### config.mk
export PLATFORM = sky130hd
export DESIGN_NAME = mem_arbiter
export DESIGN_NICKNAME = d
export VERILOG_FILES = /design/src/rtl/mem_arbiter.sv
export SDC_FILE = /design/constraint.sdc
export NUM_CORES = 1
export LEC_CHECK = 0
export CAP_MARGIN = 0
export CORE_AREA = 2 2 212 214
export CTS_BUF_LIST = sky130_fd_sc_hd__clkbuf_4
export CTS_CLUSTER_DIAMETER = 120
export DETAILED_ROUTE_END_ITERATION = 12
export DIE_AREA = 0 0 214 216
export GPL_ROUTABILITY_DRIVEN = 0
export HOLD_SLACK_MARGIN = 0.05
export PLACE_DENSITY_LB_ADDON = 0.25
export SLEW_MARGIN = 25
export SYNTH_ARGS = -nofsm -noshare
export SYNTH_HDL_FRONTEND = slang
export SYNTH_SLANG_ARGS = --single-unit
### constraint.sdc
create_clock -name clk -period 9.9 [get_ports clk]
set_input_delay 2.97 -clock clk [delete_from_list [all_inputs] [get_ports clk]]
set_output_delay 2.97 -clock clk [all_outputs]
set_load 0.005 [all_outputs]
### src/rtl/mem_arbiter.sv
// Round-robin arbiter sharing one memory port between IFU and LSU, one transaction in flight.
// IDLE -> REQ -> WAIT -> RESP; only req_ready is combinational, everything else decodes registered state.
module mem_arbiter (
  input  logic        clk,
  input  logic        rst,
  input  logic        ifu_req_valid,
  output logic        ifu_req_ready,
  input  logic [63:0] ifu_req_addr,
  output logic        ifu_resp_valid,
  input  logic        ifu_resp_ready,
  output logic [63:0] ifu_resp_data,
  input  logic        lsu_req_valid,
  output logic        lsu_req_ready,
  input  logic [63:0] lsu_req_addr,
  input  logic        lsu_req_wen,
  input  logic [63:0] lsu_req_wdata,
  input  logic [7:0]  lsu_req_wmask,
  output logic        lsu_resp_valid,
  input  logic        lsu_resp_ready,
  output logic [63:0] lsu_resp_data,
  output logic        mem_req_valid,
  input  logic        mem_req_ready,
  output logic [63:0] mem_req_addr,
  output logic        mem_req_wen,
  output logic [63:0] mem_req_wdata,
  output logic [7:0]  mem_req_wmask,
  input  logic        mem_resp_valid,
  input  logic [63:0] mem_resp_data,
  output logic        busy,
  output logic        owner
);

  typedef enum logic [1:0] {IDLE, REQ, WAIT, RESP} state_t;

  localparam logic SIDE_IFU = 1'b0;
  localparam logic SIDE_LSU = 1'b1;

  state_t      state_q;
  logic        last_q;
  logic        owner_q;
  logic        wen_q;
  logic [63:0] addr_q;
  logic [63:0] wdata_q;
  logic [7:0]  wmask_q;
  logic [63:0] rdata_q;
  logic        grant_ifu;
  logic        grant_lsu;
  logic        resp_taken;

  // On a tie the side not served last wins; rst gating keeps ready low during reset.
  always_comb begin
    grant_ifu = 1'b0;
    grant_lsu = 1'b0;
    if (!rst && state_q == IDLE) begin
      if (ifu_req_valid && (!lsu_req_valid || last_q == SIDE_LSU)) begin
        grant_ifu = 1'b1;
      end else if (lsu_req_valid) begin
        grant_lsu = 1'b1;
      end
    end
  end

  assign resp_taken = (owner_q == SIDE_IFU) ? ifu_resp_ready : lsu_resp_ready;

  always_ff @(posedge clk or posedge rst) begin
    if (rst) begin
      state_q <= IDLE;
      last_q  <= SIDE_LSU;
      owner_q <= SIDE_IFU;
      wen_q   <= 1'b0;
      addr_q  <= 64'd0;
      wdata_q <= 64'd0;
      wmask_q <= 8'd0;
      rdata_q <= 64'd0;
    end else begin
      case (state_q)
        IDLE: begin
          if (grant_ifu) begin
            addr_q  <= ifu_req_addr;
            wen_q   <= 1'b0;
            wdata_q <= 64'd0;
            wmask_q <= 8'd0;
            owner_q <= SIDE_IFU;
            last_q  <= SIDE_IFU;
            state_q <= REQ;
          end else if (grant_lsu) begin
            addr_q  <= lsu_req_addr;
            wen_q   <= lsu_req_wen;
            wdata_q <= lsu_req_wdata;
            wmask_q <= lsu_req_wen ? lsu_req_wmask : 8'd0;
            owner_q <= SIDE_LSU;
            last_q  <= SIDE_LSU;
            state_q <= REQ;
          end
        end
        REQ: begin
          if (mem_req_ready) state_q <= WAIT;
        end
        WAIT: begin
          if (mem_resp_valid) begin
            rdata_q <= wen_q ? 64'd0 : mem_resp_data;
            state_q <= RESP;
          end
        end
        RESP: begin
          if (resp_taken) state_q <= IDLE;
        end
        default: state_q <= IDLE;
      endcase
    end
  end

  assign ifu_req_ready  = grant_ifu;
  assign lsu_req_ready  = grant_lsu;
  assign mem_req_valid  = (state_q == REQ);
  assign mem_req_addr   = addr_q;
  assign mem_req_wen    = wen_q;
  assign mem_req_wdata  = wdata_q;
  assign mem_req_wmask  = wmask_q;
  assign ifu_resp_valid = (state_q == RESP) && (owner_q == SIDE_IFU);
  assign lsu_resp_valid = (state_q == RESP) && (owner_q == SIDE_LSU);
  assign ifu_resp_data  = rdata_q;
  assign lsu_resp_data  = rdata_q;
  assign busy           = (state_q != IDLE);
  assign owner          = owner_q;

endmodule
==> results of run 1 <==
[logic make-up after synthesis]
logic type,Yosys count
AOI/OAI and AO/OA,208
adders and majority gates,4
buffers and inverters,129
DFF,205
muxes,66
and+or+nand+nor,204
[metrics by stage]
step	std cells	hold slack, ns	total power [W]	utilization (%)
after floorplan	816	0.4893	0.002308	-
after global placement	1837	0.4736	0.003515	32.98
after CTS	1948	0.4966	0.004408	34.75
after global routing	1949	0.5113	0.004632	34.76
final	1949	0.4925	0.004314	34.76
after detailed placement	1837	0.4822	0.003539	32.99
[registers in the layout (all words and copies together) (netlist names)]
signal / cells
mem_req_addr: 64
owner: 1
mem_req_wen: 1
ifu_resp_data: 64
last_q: 1
state_q: 2
mem_req_wmask: 8
mem_req_wdata: 64
[cell usage in the layout (no fill, tap or decap), drive strengths merged]
master / n
a22oi: 1
bufinv: 1
a32o: 8
a21oi: 65
ha: 4
mux2i: 65
dfstp: 1
nand2b: 65
clkinv: 21
inv: 8
nand3: 2
and2: 2
clkdlybuf4s50: 544
nor2: 66
dfrtp: 204
o21ai: 66
a32oi: 1
nand2: 67
mux2: 1
a22o: 65
buf: 7
clkbuf: 88
o21a: 2
nor2b: 2
diode: 1
[final timing paths]
path	from	end	slack [ns]	cells past startpoint
min	mem_req_wmask[1]	mem_req_wmask[1]	0.49	1
max in group asynchronous	rst	ifu_resp_data[59]	5.89	3
min in group asynchronous	rst	mem_req_addr[41]	2.83	2
min reg2reg	mem_req_wmask[1]	mem_req_wmask[1]	0.49	1
max	rst	ifu_req_ready	1.89	5
max reg2reg	state_q[0]	mem_req_addr[21]	7.33	7
[power breakdown]
part	leakage [nW]	internal (W)	total (W)	switching, W
Clock	0.456	0.000432	0.000818	0.000386
Sequential	2.55	0.00125	0.00152	0.000277
Combinational	3.59	0.00128	0.00197	0.000696
Total	6.60	0.00295	0.00431	0.00136
[layer usage]
metal	wire length [µm]	part of all wire, %	vias up
met5	0	0	-
met4	886	2.7	0
met3	3418	10	59
met2	16300	49	404
met1	12760	38	3782
li1	-	-	3755
[critical path, stage by stage]
cell and delay (ns):
clkdlybuf4s50_1 0.55, nor2b_4 0.27, nand3_4 0.51, inv_1 0.20, clkdlybuf4s50_1 0.54
[final cells by class]
cell class / count / area [µm²]
clock inverter: 23 / 112.6
multi-input combinational: 482 / 3044
inverter: 7 / 33.78
antenna: 1 / 2.502
sequential: 205 / 5131
tap: 592 / 740.7
fill: 4489 / 28600
clock buffer: 88 / 660.6
timing repair buffer: 551 / 5510
==> impl_metrics.csv, run 1 <==
group,metric,value,unit
status,status,"finished clean",
sta,report.final.slew_viol_count,0,
global_routing,grt.overflow.total,0,
yosys,yosysSeqAreaShare,57.48,%
sta,fmaxAchievable,0.1248,GHz
sta,final_hold_viol_count,0,
route,via_count,8000,
yosys,syn-cell-area,0.008927,mm²
clock_network,cts.sinks,205,
sta,finalCritPeriodShare,80.94,%
yosys,synth_most_common_cell,"dfrtp_1",
yosys,synth_edf_count,0,
yosys,synth_xor_area_share,0,%
clock_network,root_buffer,"clkbuf_4",
global_routing,grt_pass1_wl,50470,µm
route,drc,0,
cells_and_area,fin_area,0.01524,mm²
route,drtPass1Iterations,4,
setup_path,cp.arrival,5.04,ns
yosys,synth_common_cells,"204 x dfrtp_1, 73 x buf_4, 66 x nand2_1, 66 x nor2_1",
cells_and_area,drive_gt1_share,7.891,%
setup_path,start_kind,"input port",
setup_path,end_kind,"output port",
clock_network,holdBufCountCts,0,
global_routing,grt-busiest-layer,"met2",
clock_network,cts_tree,"built",
clock_network,cts_setup_buffers,0,
yosys,syn_nets,1093,
die,start_util,20.37,%
yosys,synth_top_family_by_area,"compound AO/OA/AOI/OAI gates",
sta,setup_viol,0,
sta,relSlewSlack,36.84,%
global_routing,grt_max_degree,109,
placement,place_area,0.01446,mm²
clock_network,clk_path_buf_depth,3,
route,ant_nets,0,
die,rows,77,
placement,dp_hpwl,23850,µm
cells_and_area,final_nets,1584,
die,die_h,216,µm
placement,port_buffers,544,
yosys,yosysTopAreaCell,"dfrtp_1",
route,wl_per_cell,17.12,µm
global_routing,first_global_vias,8551,
global_routing,track_usage,14.02,%
global_routing,globalRouteMet3Util,6.371,%
yosys,ys.flop_type,"dfrtp_1",
global_routing,met2_usage,24.13,%
setup_path,worstPathRequired,6.93,ns
power,leakage,6.597,nW
yosys,synthAdderAreaFrac,0.5606,%
route,drt_iter0_markers,317,
yosys,synth_cell_types,28,
yosys,synth_top_area_share,57.18,%
yosys,synthArstFlopShare,100.0,%
clock_network,insertion_delay,0.76,ns
placement,pre_cts_ws,1.879,ns
global_routing,met1_usage,15.09,%
die,die_x,214,µm
yosys,avgSynthCellArea,10.94,µm²
setup_path,crit_path_max_fanout,53,
clock_network,cts_buffers,60,
route,drt-vias-per-instance,4.105,
yosys,synth-compound-area-share,15.01,%
sta,tightestPinTransition,0.9474,ns
sta,finClkSkew,0.03657,ns
hold_path,hold_path.class,"flop to flop",
sta,rsz0062_at_grt,"no",
power,powerDensity,283.1,mW/mm²
sta,tns,0,ns
route,routed_wl,33370,µm
global_routing,antenna_found_initial,1,
sta,fin_ws,1.887,ns
yosys,synthCells,816,
cells_and_area,syn2layout_area_growth,70.67,%
yosys,muxShareOfSynthArea,7.414,%
clock_network,cts.clk_slew.worst_paths,0.06,ns
die,fp.coreArea,0.04384,mm²
yosys,ys_top_cells_by_area,"dfrtp_1 57%, mux2i_1 7.3%, a22o_1 6.4%, buf_4 6.1%, nand2b_1 4.6%",
setup_path,critical_path_class,"input port to output port",
power,peakVddDrop,0.0001167,V
die,die_area,0.04622,mm²
die,ios,545,
clock_network,cts_resized,0,
job,drv_cap,0,
clock_network,cts_max_level,2,
yosys,ys_ff_latch,205,
yosys,synth-warning-count,0,
sta,period_needed,8.013,ns
yosys,synthSimpleGateAreaFrac,10.65,%
Power figures use the tool's default switching activity.
==> run 2, diff against run 1 <==
- clock period: 9.9 -> 8.25 ns (I/O delays scaled with it)
==> run 2 against run 1 <==
- utilization hardly changed
- design area hardly changed
- critical endpoint is now lsu_req_ready
- non-clock buffer count is 4 higher
- register-to-register slack worse by 1.7 ns
- clock skew is 0.0070 ns lower
- largest cell class unchanged
- sequential power is 20% higher
==> impl_metrics.csv, run 2 (synthesis results as in run 1) <==
group,metric,value,unit
status,status,"finished clean",
sta,fmaxAchievable,0.1504,GHz
setup_path,rr_startpoint,"state_q[0]",
global_routing,track_usage,14.12,%
die,ios,545,
setup_path,critPathMaxStageDelay,0.56,ns
die,fp.coreArea,0.04384,mm²
setup_path,path_delay_family,"buffers and inverters",
global_routing,antenna_found_initial,1,
clock_network,holdBufCountCts,0,
placement,pre_cts_ws,1.553,ns
setup_path,cp_cell_sequence,"clkdlybuf4s50_1 > nor2b_4 > nand2_2 > a21oi_4 > clkdlybuf4s50_1",
sta,final_hold_viol_count,0,
sta,setup_viol,0,
sta,tightestPinTransition,0.9440,ns
global_routing,grt_pass1_wl,50610,µm
cells_and_area,most-common-layout-cells,"544 x clkdlybuf4s50_1, 204 x dfrtp_1, 89 x clkbuf_4",
cells_and_area,syn2layout_area_growth,70.82,%
sta,period_needed,6.650,ns
clock_network,cts_tree,"built",
cells_and_area,drive_gt1_share,8.401,%
cells_and_area,fillers,4522,
setup_path,cpMostUsedCell,"clkdlybuf4s50_1",
setup_path,rr_worst_depth,8,
sta,rsz0062_at_grt,"no",
setup_path,worstPathRequired,5.78,ns
placement,port_buffers,544,
setup_path,end_kind,"output port",
hold_path,hold_path.class,"flop to flop",
route,routed_wl,33120,µm
route,via_count,7925,
hold_path,hold-path-cell-count,1,
sta,finClkSkew,0.02960,ns
sta,finalCritPeriodShare,80.61,%
sta,report.final.slew_viol_count,0,
cells_and_area,final_util,34.79,%
die,start_util,20.37,%
die,die_x,214,µm
route,drt-vias-per-instance,4.062,
sta,fin_ws,1.600,ns
route,drc,0,
global_routing,grt.overflow.total,0,
clock_network,cts.sinks,205,
cells_and_area,final_common_cell,"clkdlybuf4s50_1",
setup_path,crit_buf_inv,2,
sta,relSlewSlack,36.83,%
sta,whs,0.4910,ns
power,leakage,6.614,nW
cells_and_area,multi_input_area,0.003043,mm²
sta,tns,0,ns
clock_network,root_buffer,"clkbuf_4",
clock_network,cts_setup_buffers,0,
clock_network,cts_buffers,59,
setup_path,reg2reg_slack,5.67,ns
clock_network,cts_max_level,2,
clock_network,clk_path_buf_depth,3,
global_routing,grt_max_degree,114,
placement,dp_hpwl,24050,µm
die,die_h,216,µm
hold_path,holdPathEnd,"mem_req_wmask[6]",
hold_path,hold_start,"mem_req_wmask[6]",
setup_path,cpMaxStageDelayCell,"clkdlybuf4s50_1",
global_routing,first_global_vias,8442,
route,drt_iter0_markers,316,
die,rows,77,
power,powerDensity,339.3,mW/mm²
job,drv_cap,0,
die,die_area,0.04622,mm²
setup_path,cp.arrival,4.18,ns
route,drtPass1Iterations,4,
clock_network,cts.clk_slew.worst_paths,0.06,ns
power,power,0.005174,W
route,ant_nets,0,
clock_network,insertion_delay,0.76,ns
setup_path,crit_path_max_fanout,4,
route,wl_per_cell,16.98,µm
power,peakVddDrop,0.0001359,V
setup_path,rr_endpoint,"mem_req_wmask[6]",
setup_path,start_kind,"input port",
cells_and_area,seq_area,0.005131,mm²
clock_network,cts_resized,0,
cells_and_area,final_nets,1587,
setup_path,critical_path_class,"input port to output port",
==> run 2: worst max-delay path by stage <==
stage	from	to	slack (ns)	cells past startpoint
6_report	rst	lsu_req_ready	1.60	5
5_1_grt	rst	lsu_req_ready	1.51	5
4_1_cts	rst	lsu_req_ready	1.55	5
3_5_place_dp	rst	lsu_req_ready	1.55	5
3_3_place_gp	rst	lsu_req_ready	1.57	5
2_1_floorplan	rst	ifu_resp_data[0]	0.18	1
==> run 2: worst reg2reg max path: cells and delay by family, from the launching register on <==
kind,cells,cell delay (ns)
AND/OR/NAND/NOR,2,0.36
flip-flops,1,0.40
buffers and inverters,3,1.03
AO/OA/AOI/OAI,2,0.49
adder cells (fa/ha/maj),1,0.21
==> run 2: where the power goes <==
part / switching [W] / internal, W / total, W
logic: 0.000830 / 0.00153 / 0.00236
registers: 0.000335 / 0.00149 / 0.00183
clock network: 0.000461 / 0.000521 / 0.000982
total: 0.00162 / 0.00355 / 0.00517
==> run 2: layout make-up <==
class	instances	area share, %
clock inverters	19	0.6564
inverters	7	0.2215
clock buffers	89	4.381
well taps	592	4.857
multi-input cells	482	19.95
flip-flops and latches	205	33.65
diodes	2	0.03282
repair buffers	555	36.25
==> run 2: through the flow <==
stage,std cells,area (µm²)
2_1_floorplan,816,8927
3_3_place_gp,1841,14480
3_5_place_dp,1841,14480
4_1_cts,1949,15240
5_1_grt,1951,15250
6_report,1951,15250
==> run 2: per-layer routing <==
metal,GRT usage [%],up-vias,wire [µm]
li1,-,3761,-
met1,15.37,3696,12510
met2,24.17,408,16180
met3,6.469,60,3547
met4,4.988,0,881
met5,0,-,0
